$ cat config.mk
export PLATFORM = sky130hd
export DESIGN_NAME = switch_input_port
export DESIGN_NICKNAME = d
export VERILOG_FILES = /design/src/rtl/io_pkg.sv /design/src/rtl/sync_chain.sv /design/src/rtl/switch_input_port.sv
export SDC_FILE = /design/constraint.sdc
export NUM_CORES = 1
export LEC_CHECK = 0
export ABC_AREA = 1
export BUFFER_PORTS_ARGS = -buffer_cell sky130_fd_sc_hd__clkbuf_2
export CAP_MARGIN = 15
export CORE_UTILIZATION = 25
export CTS_CLUSTER_SIZE = 14
export DETAILED_ROUTE_END_ITERATION = 10
export PLACE_DENSITY = 0.46
export SETUP_SLACK_MARGIN = 0.3
export SKIP_CTS_REPAIR_TIMING = 1
export SLEW_MARGIN = 20
export SYNTH_ARGS = -nofsm -noshare
export SYNTH_HDL_FRONTEND = slang
export SYNTH_SLANG_ARGS = --single-unit
$ cat constraint.sdc
create_clock -name clock -period 1.17 [get_ports clock]
set_input_delay 0 -clock clock [delete_from_list [all_inputs] [get_ports clock]]
set_output_delay 0 -clock clock [all_outputs]
set_load 0.01 [all_outputs]
$ cat src/rtl/io_pkg.sv
// Shared types and default constants for the CPU input-port blocks.
package io_pkg;

    typedef enum logic {
        STABLE   = 1'b0,
        SETTLING = 1'b1
    } deb_state_t;

    localparam int unsigned SW_WORD_W          = 8;
    localparam int unsigned SW_SYNC_STAGES     = 2;
    localparam int unsigned SW_DEBOUNCE_CYCLES = 4;

endpackage

$ cat src/rtl/sync_chain.sv
// Multi-flop synchroniser for asynchronous inputs; q is the last stage.
module sync_chain #(
    parameter int unsigned WIDTH = 8,
    parameter int unsigned DEPTH = 2
) (
    input  logic             clock,
    input  logic             n_reset,
    input  logic [WIDTH-1:0] d,
    output logic [WIDTH-1:0] q
);

    logic [WIDTH-1:0] stages [DEPTH];

    // Plain flop-to-flop chain, no logic between stages.
    always_ff @(posedge clock) begin
        if (!n_reset) begin
            for (int i = 0; i < int'(DEPTH); i++) begin
                stages[i] <= '0;
            end
        end else begin
            stages[0] <= d;
            for (int i = 1; i < int'(DEPTH); i++) begin
                stages[i] <= stages[i-1];
            end
        end
    end

    assign q = stages[DEPTH-1];

endmodule

$ cat src/rtl/switch_input_port.sv
// Synchronised, debounced reader for the switch bus with CPU read handshake flags.
module switch_input_port
    import io_pkg::*;
#(
    parameter int unsigned WORD_W          = SW_WORD_W,
    parameter int unsigned SYNC_STAGES     = SW_SYNC_STAGES,
    parameter int unsigned DEBOUNCE_CYCLES = SW_DEBOUNCE_CYCLES
) (
    input  logic              clock,
    input  logic              n_reset,
    input  logic [WORD_W-1:0] sw,
    input  logic              rd,
    output logic [WORD_W-1:0] data,
    output logic              new_data,
    output logic              overrun
);

    localparam int unsigned CNT_W = $clog2(DEBOUNCE_CYCLES);
    localparam logic [CNT_W-1:0] COUNT_MAX = CNT_W'(DEBOUNCE_CYCLES - 1);

    deb_state_t        state, state_nxt;
    logic [WORD_W-1:0] s;
    logic [WORD_W-1:0] candidate, candidate_nxt;
    logic [CNT_W-1:0]  count, count_nxt;
    logic [WORD_W-1:0] data_nxt;
    logic              new_data_nxt, overrun_nxt;
    logic              update;

    sync_chain #(
        .WIDTH (WORD_W),
        .DEPTH (SYNC_STAGES)
    ) u_sync (
        .clock   (clock),
        .n_reset (n_reset),
        .d       (sw),
        .q       (s)
    );

    always_ff @(posedge clock) begin
        if (!n_reset) begin
            state     <= STABLE;
            candidate <= '0;
            count     <= '0;
            data      <= '0;
            new_data  <= 1'b0;
            overrun   <= 1'b0;
        end else begin
            state     <= state_nxt;
            candidate <= candidate_nxt;
            count     <= count_nxt;
            data      <= data_nxt;
            new_data  <= new_data_nxt;
            overrun   <= overrun_nxt;
        end
    end

    // Any change of the synchronised value (re)opens the settle window.
    always_comb begin
        state_nxt     = state;
        candidate_nxt = candidate;
        count_nxt     = count;
        data_nxt      = data;
        update        = 1'b0;
        case (state)
            STABLE: begin
                if (s != candidate) begin
                    candidate_nxt = s;
                    count_nxt     = '0;
                    state_nxt     = SETTLING;
                end
            end
            SETTLING: begin
                if (s != candidate) begin
                    candidate_nxt = s;
                    count_nxt     = '0;
                end else if (count == COUNT_MAX) begin
                    state_nxt = STABLE;
                    if (candidate != data) begin
                        data_nxt = candidate;
                        update   = 1'b1;
                    end
                end else begin
                    count_nxt = count + CNT_W'(1);
                end
            end
            default: state_nxt = STABLE;
        endcase

        // A fresh update outranks a same-cycle read acknowledge.
        new_data_nxt = update | (new_data & ~rd);
        overrun_nxt  = (update & new_data) | (overrun & ~rd);
    end

endmodule
# Yosys cells after proc, flatten, opt, wreduce, memory -nomap -nowiden
# Memory sizes are Yosys's and may differ from the RTL's.
# Index checks and enable logic that the tools add are counted.
[totals] ramBits=16 memories=1 ff_bits=21 output_inout_bits=10 input_bits=11
[memory_table] name="u_sync.stages" words=2 word_bits=8 read_ports=2 rd_clocked_by_memory_dff=0 wr=2 line_no="sync_chain.sv:12" text="logic [WIDTH-1:0] stages [DEPTH];"
[op_classes] muxes=17 n_addsub=1 n_eq_ne=5 reduce_logical=2 bitwise=10
[op_table] operator="8-bit two-way mux" count=3
[op_table] operator="8-bit != test" count=2
[op_table] operator="1-bit two-way mux" count=9
[op_table] operator="2-bit two-way mux" count=3
[op_table] operator="1-bit OR" count=4
[op_table] operator="2-bit case mux with 2 select lines" count=1
[op_table] operator="4-bit AND reduction" count=1
[op_table] operator="1-bit bitwise AND" count=3
[op_table] operator="3-bit != test (second input constant)" count=1
[op_table] operator="1-bit inverter" count=3
[op_table] operator="2-bit by 1-bit adder with 2-bit output (second input constant)" count=1
[op_table] operator="2-bit equality test (second input constant)" count=1
[op_table] operator="2-bit != test (second input constant)" count=1
[op_table] operator="1-bit case mux with 2 select lines" count=1
[op_table] operator="2-bit AND reduction" count=1

# Longest topological paths before layout
# Gate-level depths: netlist (run 1).
[depth] word_depth=7 depth_mapped=11 mapped_depth_nobuf=10

# Cells and area by module
# From an unflattened synthesis (run 1), not the netlist that was laid out.
[hier_totals] hier_cells=214 area_unflattened_um2=1574.0
[by_module_without_submodules] module="switch_input_port" instances=1 cells_each=156 area_each_um2=1029.7
[by_module_without_submodules] module="sync_chain" instances=1 cells_each=58 area_each_um2=544.3

# Worst setup path before layout (run 1)
# OpenSTA, ideal clock, no wires.
[synth_timing] path_type="register to register" from="reg candidate[3]" to="reg data[3]" setup_time_ns=0.113 stages_incl_launch_ff=11 path_slack_ns=-0.129 path_buffers=1 required_ns=1.057 arrival_time_ns=1.186 path_cell_list="dfxtp_1 inv_2 nand2_1 nand2_1 nor2_1 nand2_1 nor2_4 nand3_4 buf_6 nor2_1 nor2_1"
[synth_via] elab_chain_cells=3 elab_cells_between_ends=4 classes_between="eq/ne (2); bitwise (1); reduce/logical (1)"
[synth_lines] element="start: declaration" line_no="switch_input_port.sv:23" text="logic [WORD_W-1:0] candidate, candidate_nxt;"
[synth_lines] element="start signal: assignment" line_no="switch_input_port.sv:49" text="candidate <= candidate_nxt;"
[synth_lines] element="8-bit != test" line_no="switch_input_port.sv:73" text="if (s != candidate) begin"
[synth_lines] element="1-bit inverter (no source line)"
[synth_lines] element="4-bit AND reduction (no source line)"
[synth_lines] element="end signal: assignment" line_no="switch_input_port.sv:51" text="data <= data_nxt;"
[synth_lines] element="end: declaration" line_no="switch_input_port.sv:13" text="output logic [WORD_W-1:0] data,"
# Parallel ways exist; a longest one is shown, timed or not.
# A chain may end at the register's enable or synchronous reset.

# Final worst setup path (run 1)
[layout_timing] from="reg candidate[1]" to="reg data[5]"
[layout_via] elab_chain_cells=3 elab_cells_between_ends=4 classes_between="eq/ne (2); bitwise (1); reduce/logical (1)"
[layout_lines] element="8-bit != test" line_no="switch_input_port.sv:73"
[layout_lines] element="1-bit inverter (no source line)"
[layout_lines] element="4-bit AND reduction (no source line) (*)"
# Mark *: on every way between the ends. The rest lies on a longest branch, timed or not.

==> results of run 1 <==
cells by family after synthesis:
logic type,share of synthesized area
xor gates and xnor gates,0.0289
adders and majority gates,0.00826
and+or+nand+nor,0.305
DFF,0.489
AOI/OAI and AO/OA,0.0132
buffers and inverters,0.155
through the flow:
step	total power (µW)	TNS, ps	util	hold slack (ps)
6_report	2400	-1740	0.384	94.9
5_1_grt	2540	-3350	0.384	138
4_1_cts	2390	-2480	0.334	-123
3_5_place_dp	1520	-2270	0.319	183
3_3_place_gp	1520	-2210	0.319	177
2_1_floorplan	1460	-917	-	93.5
metal layers:
| metal | vias up | global-route usage |
|---|---|---|
| li1 | 734 | - |
| met1 | 517 | 0.118 |
| met2 | 22 | 0.156 |
| met3 | 7 | 0.0343 |
| met4 | 0 | 0.0536 |
| met5 | - | 0 |
state kept, by name, indices dropped and copies added, names as in the netlist:
signal and count:
candidate 8, count 2, data 8, new_data 1
overrun 1, state 1, u_sync.stages 16
worst min-delay path, delay by kind of cell:
family	cells	cell delay [ps]
simple gates	1	100
buf+inv	2	240
power by group through the flow:
stage	sequential (µW)	combinational, µW	clock (µW)
after floorplan	1340	118	0
after global placement	1350	173	0
after detailed placement	1350	174	0
after CTS	1320	175	900
after global routing	1320	261	953
final	1320	229	851
final cells by class:
| type | instances | area share |
|---|---|---|
| Timing Repair Buffer | 51 | 0.195 |
| Multi-Input combinational cell | 128 | 0.281 |
| Tap cell | 72 | 0.0414 |
| Clock buffer | 6 | 0.0333 |
| Clock inverter | 2 | 0.00460 |
| Inverter | 52 | 0.0896 |
| Sequential cell | 37 | 0.354 |
path summary, 6_finish.rpt:
kind	slack, ps	to	startpoint	depth (start not counted)
setup / recovery	-170	data[5]$_SDFFE_PN0P_	candidate[1]$_SDFFE_PN0P_	10
hold / removal	90	u_sync.stages[0][10]$_SDFF_PN0_	n_reset	3
setup reg to reg	-170	data[5]$_SDFFE_PN0P_	candidate[1]$_SDFFE_PN0P_	10
hold reg to reg	410	u_sync.stages[0][15]$_SDFF_PN0_	u_sync.stages[0][7]$_SDFF_PN0_	2
cell usage after synthesis:
cell      instances
a21oi_1           4
buf_4             1
buf_6             1
clkbuf_1          2
clkbuf_8          1
dfxtp_1          37
ha_1              1
inv_1            50
inv_2             2
nand2_1          89
nand2_2           1
nand3_4           1
nand4_1           1
nor2_1           23
nor2_4            1
xnor2_1           4
xor2_1            1
==> reports/results.tsv, run 1 <==
metric	value	unit
status	finished, violations left	
violations	setup timing	
core-area	0.00568	mm²
hp-class	input port to flip-flop	
period_needed	1340	ps
path_clk_slew	70	ps
dr.max_layer_used	met4	
gr-total-overflow	0	
ioPinCount	21	
cap_violations	0	
relSlewSlack	0.814	
antenna_found_initial	0	
switching_share	0.243	
critical_path_class	flip-flop to flip-flop	
pwr-share-clk	0.355	
drive_gt1_frac	0.348	
cts_tree	done	
dp.cells	326	
wl_per_cell	8.04	µm
startpoint_type	flip-flop	
nNetsFinal	287	
dp_hpwl	1880	µm
cp_top_family	simple AND/OR/NAND/NOR gates	
vdd_drop_max	0.649	mV
timing.fmax	744	MHz
detailed_place.area	0.00181	mm²
routed-wl-met3	99	µm
drc	0	
die_w	79.8	µm
grt_usage	0.0991	
clock_skew	3.24	ps
power_density	1100	mW/mm²
fin_ws	-174	ps
synth.avg_cell_area	6.88	µm²
vias	1280	
routed_via_density	3.68	
yosysTopAreaCell	dfxtp_1	
start_util	0.267	
portBuffers	20	
final_hold_viol_count	0	
cts_inserted_buffers	5	
crit_path_frequent_cell	nand2_1	
worst_pin_slew	279	ps
area_growth	43.9	%
synth-seq-cells	37	
cpMaxStageDelayCell	dfxtp_4	
syn_inst	220	
final_common_cell	nand2_1	
insertedDiodeCount	0	
combPwrFrac	0.095	
path_buf_inv	1	
crit_arrival	1560	ps
place_ws	-229	ps
seq_area	772	µm²
layout_common_cells	nand2_1 (79), inv_1 (45), nor2_1 (19), dfxtp_1 (18), dfxtp_2 (16)	
ys_seq_area_frac	0.489	
gp_congestion	0.718	
ys_warn_count	0	
finalCritPeriodShare	1.15	
final-instance-count-excl-fill	348	
firstDrtPassIters	4	
path_cells	inv_2 > nand2_1 > nand2_1 > a21oi_2 > nand2_2 > nor2_4 > nand3_4 > nand2_2 > nand2_1 > nor2_1	
synth_top_area_frac	0.489	
clkLatencyLatePin	280	ps
clkSinkCount	37	
slowest_delay	360	ps
ys_types	17	
row_count	27	
n_fill_cell	603	
cts_root_buf	clkbuf_8	
final_cell_area	0.00218	mm²
endpoint_kind	flip-flop	
switchingPower	582	µW
die_h	79.8	µm
rsz0062_at_grt	yes	
synth_fp_nets	232	
grt_max_degree	18	
clockBufferDepth	2	
drt_wl_total	2800	µm
total_leakage_power	0.00123	µW
pwr-share-seq	0.549	
drtIter0Drc	40	
netlist_top_cells_area	dfxtp_1 (49%), nand2_1 (22%), inv_1 (12%)	
critPathMaxFanout	8	
grt_pass1_vias	1070	
intPower	1820	µW
wl_met1	1410	µm
setup_viol	13	
dieArea	0.00637	mm²
grt_first_pass_wirelength	4690	µm
multi_input_area	613	µm²
worstPathRequired	1390	ps
slew_violations	0	
synth.cell_area	0.00151	mm²
ant_nets	0	
wl_met2	1240	µm
htreeDepth	2	
(Power assumes the default switching activity.)
==> run 2: changes to the inputs <==
Settings changed: CORE_UTILIZATION 25 to 40, PLACE_DENSITY 0.46 to 0.64.
==> reports/results.tsv, run 2 (synthesis gave the netlist of run 1 again) <==
metric	value	unit	change
total_leakage_power	0.00117	µW	-4.6%
start_util	0.437		+0.170
htreeDepth	2		unchanged
worstPathRequired	1390	ps	about the same
critPathMaxFanout	4		-4
cts_tree	done		
power_density	1170	mW/mm²	+6.5%
hold_start	n_reset		
die_w	63.5	µm	-20%
final_cell_area	0.00201	mm²	-7.6%
row_count	21		-22%
die_h	63.5	µm	-20%
hp-class	input port to flip-flop		
period_needed	1370	ps	+23.4 ps
area_growth	33.0	%	
setup_viol	13		unchanged
cap_violations	0		unchanged
grt_usage	0.144		+0.0453
gr-total-overflow	0		unchanged
gp_congestion	0.732		+1.9%
dr.max_layer_used	met4		
insertedDiodeCount	0		unchanged
timing.fmax	731	MHz	-1.7%
dp_hpwl	1720	µm	-8.3%
rsz0062_at_grt	yes		
routed-wl-met3	97	µm	-2.0%
drtIter0Drc	35		-13%
min_to	u_sync.stages[0][15]$_SDFF_PN0_		
violations	setup timing		
vdd_drop_max	0.802	mV	+23%
clockBufferDepth	2		unchanged
dp.cells	295		-9.5%
grt_pass1_vias	1036		-3.2%
wl_met1	1260	µm	-11%
worst_pin_slew	247	ps	-32.5 ps
cts_inserted_buffers	5		unchanged
final_hold_viol_count	0		unchanged
grt_max_degree	28		+10
firstDrtPassIters	4		unchanged
top_register	u_sync.stages		
n_fill_cell	348		-42%
dieArea	0.00403	mm²	-37%
ant_nets	0		unchanged
final-instance-count-excl-fill	314		-9.8%
layout_common_cells	nand2_1 (85), inv_1 (48), dfxtp_1 (25), nor2_1 (22), clkbuf_2 (17)		
drive_gt1_frac	0.246		-0.102
antenna_found_initial	0		unchanged
holdWs	39.5	ps	-55.4 ps
final_common_cell	nand2_1		
ioPinCount	21		unchanged
crit_arrival	1590	ps	+30 ps
cts_root_buf	clkbuf_8		
r2r_start	candidate[6]$_SDFFE_PN0P_		
min_delay_path_depth	3		unchanged
final_util	0.580		+0.197
vias	1291		+0.86%
nNetsFinal	279		-2.8%
drt_wl_total	2670	µm	-4.5%
finalCritPeriodShare	1.17		+0.0200
clkLatencyLatePin	290	ps	about the same
slew_violations	0		unchanged
relSlewSlack	0.835		+0.0215
path_clk_slew	70	ps	about the same
portBuffers	20		unchanged
wl_met2	1250	µm	+1.5%
power	2360	µW	-1.5%
startpoint_type	flip-flop		
largest_reg_flops	16		unchanged
grt_first_pass_wirelength	4330	µm	-7.7%
fin_ws	-197	ps	-23.4 ps
clock_skew	5.30	ps	+2.06 ps
clkSinkCount	37		unchanged
endpoint_kind	flip-flop		
reg2reg_slack	-200	ps	-20 ps
rr_worst_depth	10		unchanged
wl_per_cell	8.51	µm	+5.9%
critical_path_class	flip-flop to flip-flop		
status	finished, violations left		
routed_via_density	4.11		+12%
reg.largest.list	u_sync.stages (16), candidate (8), data (8)		
core-area	0.00347	mm²	-39%
rr_endpoint	data[3]$_SDFFE_PN0P_		
detailed_place.area	0.00175	mm²	-3.2%
drc	0		unchanged
-- run 2: stage by stage --
step / setup slack [ps] / setup TNS, ps
2_1_floorplan: -109 / -917
3_3_place_gp: -195 / -1830
3_5_place_dp: -203 / -1950
4_1_cts: -212 / -2100
5_1_grt: -342 / -3970
6_report: -197 / -2190
-- run 2: final cells by class --
cell class                      instances  area [µm²]  area share
Sequential cell                        37         761       0.378
Multi-Input combinational cell        128         582       0.289
Timing Repair Buffer                   43         338       0.168
Inverter                               52         195      0.0970
Clock buffer                            8        80.1      0.0398
Tap cell                               46        57.6      0.0286
-- run 2: how the worst max path moves through the flow --
stage / start / cells after the start / to / slack [ps]
6_report: candidate[6]$_SDFFE_PN0P_ / 10 / data[3]$_SDFFE_PN0P_ / -200
5_1_grt: candidate[7]$_SDFFE_PN0P_ / 10 / data[3]$_SDFFE_PN0P_ / -340
4_1_cts: candidate[1]$_SDFFE_PN0P_ / 10 / data[3]$_SDFFE_PN0P_ / -210
3_5_place_dp: candidate[1]$_SDFFE_PN0P_ / 9 / data[2]$_SDFFE_PN0P_ / -200
3_3_place_gp: candidate[0]$_SDFFE_PN0P_ / 8 / data[2]$_SDFFE_PN0P_ / -200
2_1_floorplan: candidate[1]$_SDFFE_PN0P_ / 10 / data[2]$_SDFFE_PN0P_ / -110
-- run 2: where the power goes --
group          switching (µW)  internal [µW]
combinational             113           98.7
clock                     409            423
sequential               21.7           1300
-- run 2: worst max-delay path, stage by stage, from the launching register on --
cell	delay, ps
dfxtp_2	350
inv_2	50
nand2_2	50
nand2_1	50
nor2_1	120
nand2_1	110
nor2_4	210
nand3_2	150
nand2_1	90
nand2_1	50
nor2_1	90
-- run 2: layer usage --
metal	global-route usage	vias to the layer above
met5	0	-
met4	0.0852	0
met3	0.0652	6
met2	0.217	20
met1	0.167	546
li1	-	719
==> run 3: changes to the inputs <==
Settings changed: ABC_AREA 1 to 0, PLACE_DENSITY 0.64 to 0.65.
==> reports/results.tsv, run 3 <==
metric	value	unit	change
status	finished, violations left		
violations	hold timing, setup timing		
clkSinkCount	37		unchanged
ys_async_sr_fraction	0		unchanged
cts_inserted_buffers	5		unchanged
synth.top_cells.by_count	dfxtp_1 (37), and2_1 (25), nand2_1 (17), mux2i_1 (9), xnor2_1 (9)		
synth_edf_count	0		unchanged
crit_arrival	1780	ps	+190 ps
ioPinCount	21		unchanged
layout_common_cells	dfxtp_1 (27), and2_1 (25), nand2_1 (17), clkbuf_2 (14), buf_4 (13)		
core-area	0.00313	mm²	-9.8%
startpoint_type	flip-flop		
setup_viol	13		unchanged
rsz0062_at_grt	yes		
drt_wl_total	2310	µm	-14%
period_needed	1520	ps	+154 ps
path_clk_slew	100	ps	+30 ps
htreeDepth	2		unchanged
total_leakage_power	0.000814	µW	-31%
critical_path_class	flip-flop to flip-flop		
timing.fmax	657	MHz	-10%
clockBufferDepth	2		unchanged
fin_ws	-351	ps	-154 ps
dp_hpwl	1570	µm	-8.4%
die_w	60.1	µm	-5.4%
vias	980		-24%
drc	0		unchanged
final_common_cell	dfxtp_1		
worstPathRequired	1430	ps	+40 ps
netlist_top_cells_area	dfxtp_1 (55%), and2_1 (12%), mux2i_1 (6.7%)		
vdd_drop_max	0.831	mV	+3.7%
dieArea	0.00361	mm²	-10%
hp-class	input port to flip-flop		
synth_flop_cell	dfxtp_1		
slew_violations	0		unchanged
holdWs	-6.85	ps	-46.4 ps
final_hold_viol_count	1		+1
clock_skew	11.3	ps	+6.01 ps
finalCritPeriodShare	1.30		+0.132
cap_violations	0		unchanged
area_growth	39.2	%	
place_ws	-341	ps	-138 ps
endpoint_kind	flip-flop		
synth_top_area_frac	0.548		+0.0589
worst_pin_slew	284	ps	+37.6 ps
grt_max_degree	19		-32%
synth_fp_nets	137		-41%
critPathMaxFanout	8		+4
grt_first_pass_wirelength	3490	µm	-19%
detailed_place.area	0.00161	mm²	-8.1%
ys_warn_count	0		unchanged
use_met3	0.0455		-0.0198
clkLatencyLatePin	330	ps	+40 ps
syn_inst	125		-43%
synth.avg_cell_area	10.8	µm²	+57%
use_met1	0.137		-0.0299
ant_nets	0		unchanged
gp_congestion	0.718		-1.9%
top_register	u_sync.stages		
gr-total-overflow	0		unchanged
nNetsFinal	186		-33%
firstDrtPassIters	4		unchanged
wl_per_cell	10.6	µm	+25%
final_cell_area	0.00188	mm²	-6.6%
row_count	20		-4.8%
synth.cell_area	0.00135	mm²	-11%
grt_usage	0.135		-0.00927
ys_types	17		unchanged
relSlewSlack	0.810		-0.0252
drive_gt1_frac	0.368		+0.122
antenna_found_initial	0		unchanged
grt_use_met2	0.237		+0.0203
routed_via_density	4.50		+9.3%
grt_pass1_vias	897		-13%
yosysMostFrequentCell	dfxtp_1		
ys_seq_area_frac	0.548		+0.0589
reg.largest.list	u_sync.stages (16), candidate (8), data (8)		
busiest_layer	met2		
portBuffers	20		unchanged
cts_tree	done		
cts_root_buf	clkbuf_4		
synth-seq-cells	37		unchanged
largest_reg_flops	16		unchanged
power_density	1140	mW/mm²	-2.5%
start_util	0.432		-0.00451
die_h	60.1	µm	-5.4%
yosysTopAreaCell	dfxtp_1		
insertedDiodeCount	0		unchanged
drtIter0Drc	17		-51%
## run 3: worst max-delay path, cell delays in order (launching register included)
cell	delay, ps
dfxtp_2	340
xor2_1	170
nor4_2	330
o2111a_2	290
buf_12	140
mux2i_1	190
## run 3: layer usage
| layer | vias up | share of wire | wire length, µm |
|---|---|---|---|
| li1 | 499 | - | - |
| met5 | - | 0 | 0 |
| met2 | 27 | 0.54 | 1250 |
| met4 | 0 | 0.0039 | 9 |
| met1 | 452 | 0.41 | 936 |
| met3 | 2 | 0.050 | 116 |
## run 3: layout make-up
cell class / count / area, µm²
Tap cell: 44 / 55.1
Sequential cell: 37 / 753
Multi-Input combinational cell: 82 / 614
Fill cell: 268 / 1250
Timing Repair Buffer: 48 / 403
Clock buffer: 7 / 55.1
## run 3: logic make-up (layout without fill, tap and decap cells)
| logic type | count (synthesis) | in the layout | synth area share |
|---|---|---|---|
| AOI/OAI and AO/OA | 4 | 4 | 0.0259 |
| xor gates and xnor gates | 17 | 17 | 0.110 |
| adders and majority gates | 1 | 1 | 0.00926 |
| buffers and inverters | 6 | 55 | 0.0222 |
| DFF | 37 | 37 | 0.548 |
| muxes | 9 | 9 | 0.0667 |
| and+or+nand+nor | 51 | 51 | 0.218 |
## run 3: path summary, 6_finish.rpt
| path | from | endpoint | slack (ps) | depth (start not counted) |
|---|---|---|---|---|
| max reg2reg | candidate[0]$_SDFFE_PN0P_ | data[1]$_SDFFE_PN0P_ | -350 | 5 |
| min reg2reg | u_sync.stages[0][3]$_SDFF_PN0_ | u_sync.stages[0][11]$_SDFF_PN0_ | 440 | 1 |
| max | candidate[0]$_SDFFE_PN0P_ | data[1]$_SDFFE_PN0P_ | -350 | 5 |
| min | rd | new_data$_SDFF_PN0_ | -7 | 3 |
## run 3: through the flow
| step | hold WS (ps) | cells | total power [µW] | TNS [ps] | util |
|---|---|---|---|---|---|
| finish | -6.85 | 218 | 2150 | -3660 | 0.601 |
| global route | -3.56 | 218 | 2250 | -4520 | 0.601 |
| CTS | -136 | 206 | 2130 | -3690 | 0.532 |
| detailed placement | 210 | 199 | 1480 | -3340 | 0.515 |
| global placement | 202 | 199 | 1470 | -2940 | 0.515 |
| floorplan | 122 | 125 | 1430 | -1890 | - |
## run 3: where the power goes
part	total [µW]	internal [µW]	leakage (µW)	switching, µW
Combinational	166	96.5	0.000475	69.2
Clock	668	284	0.0000314	384
Sequential	1320	1300	0.000308	18.4
Total	2150	1680	0.000814	472
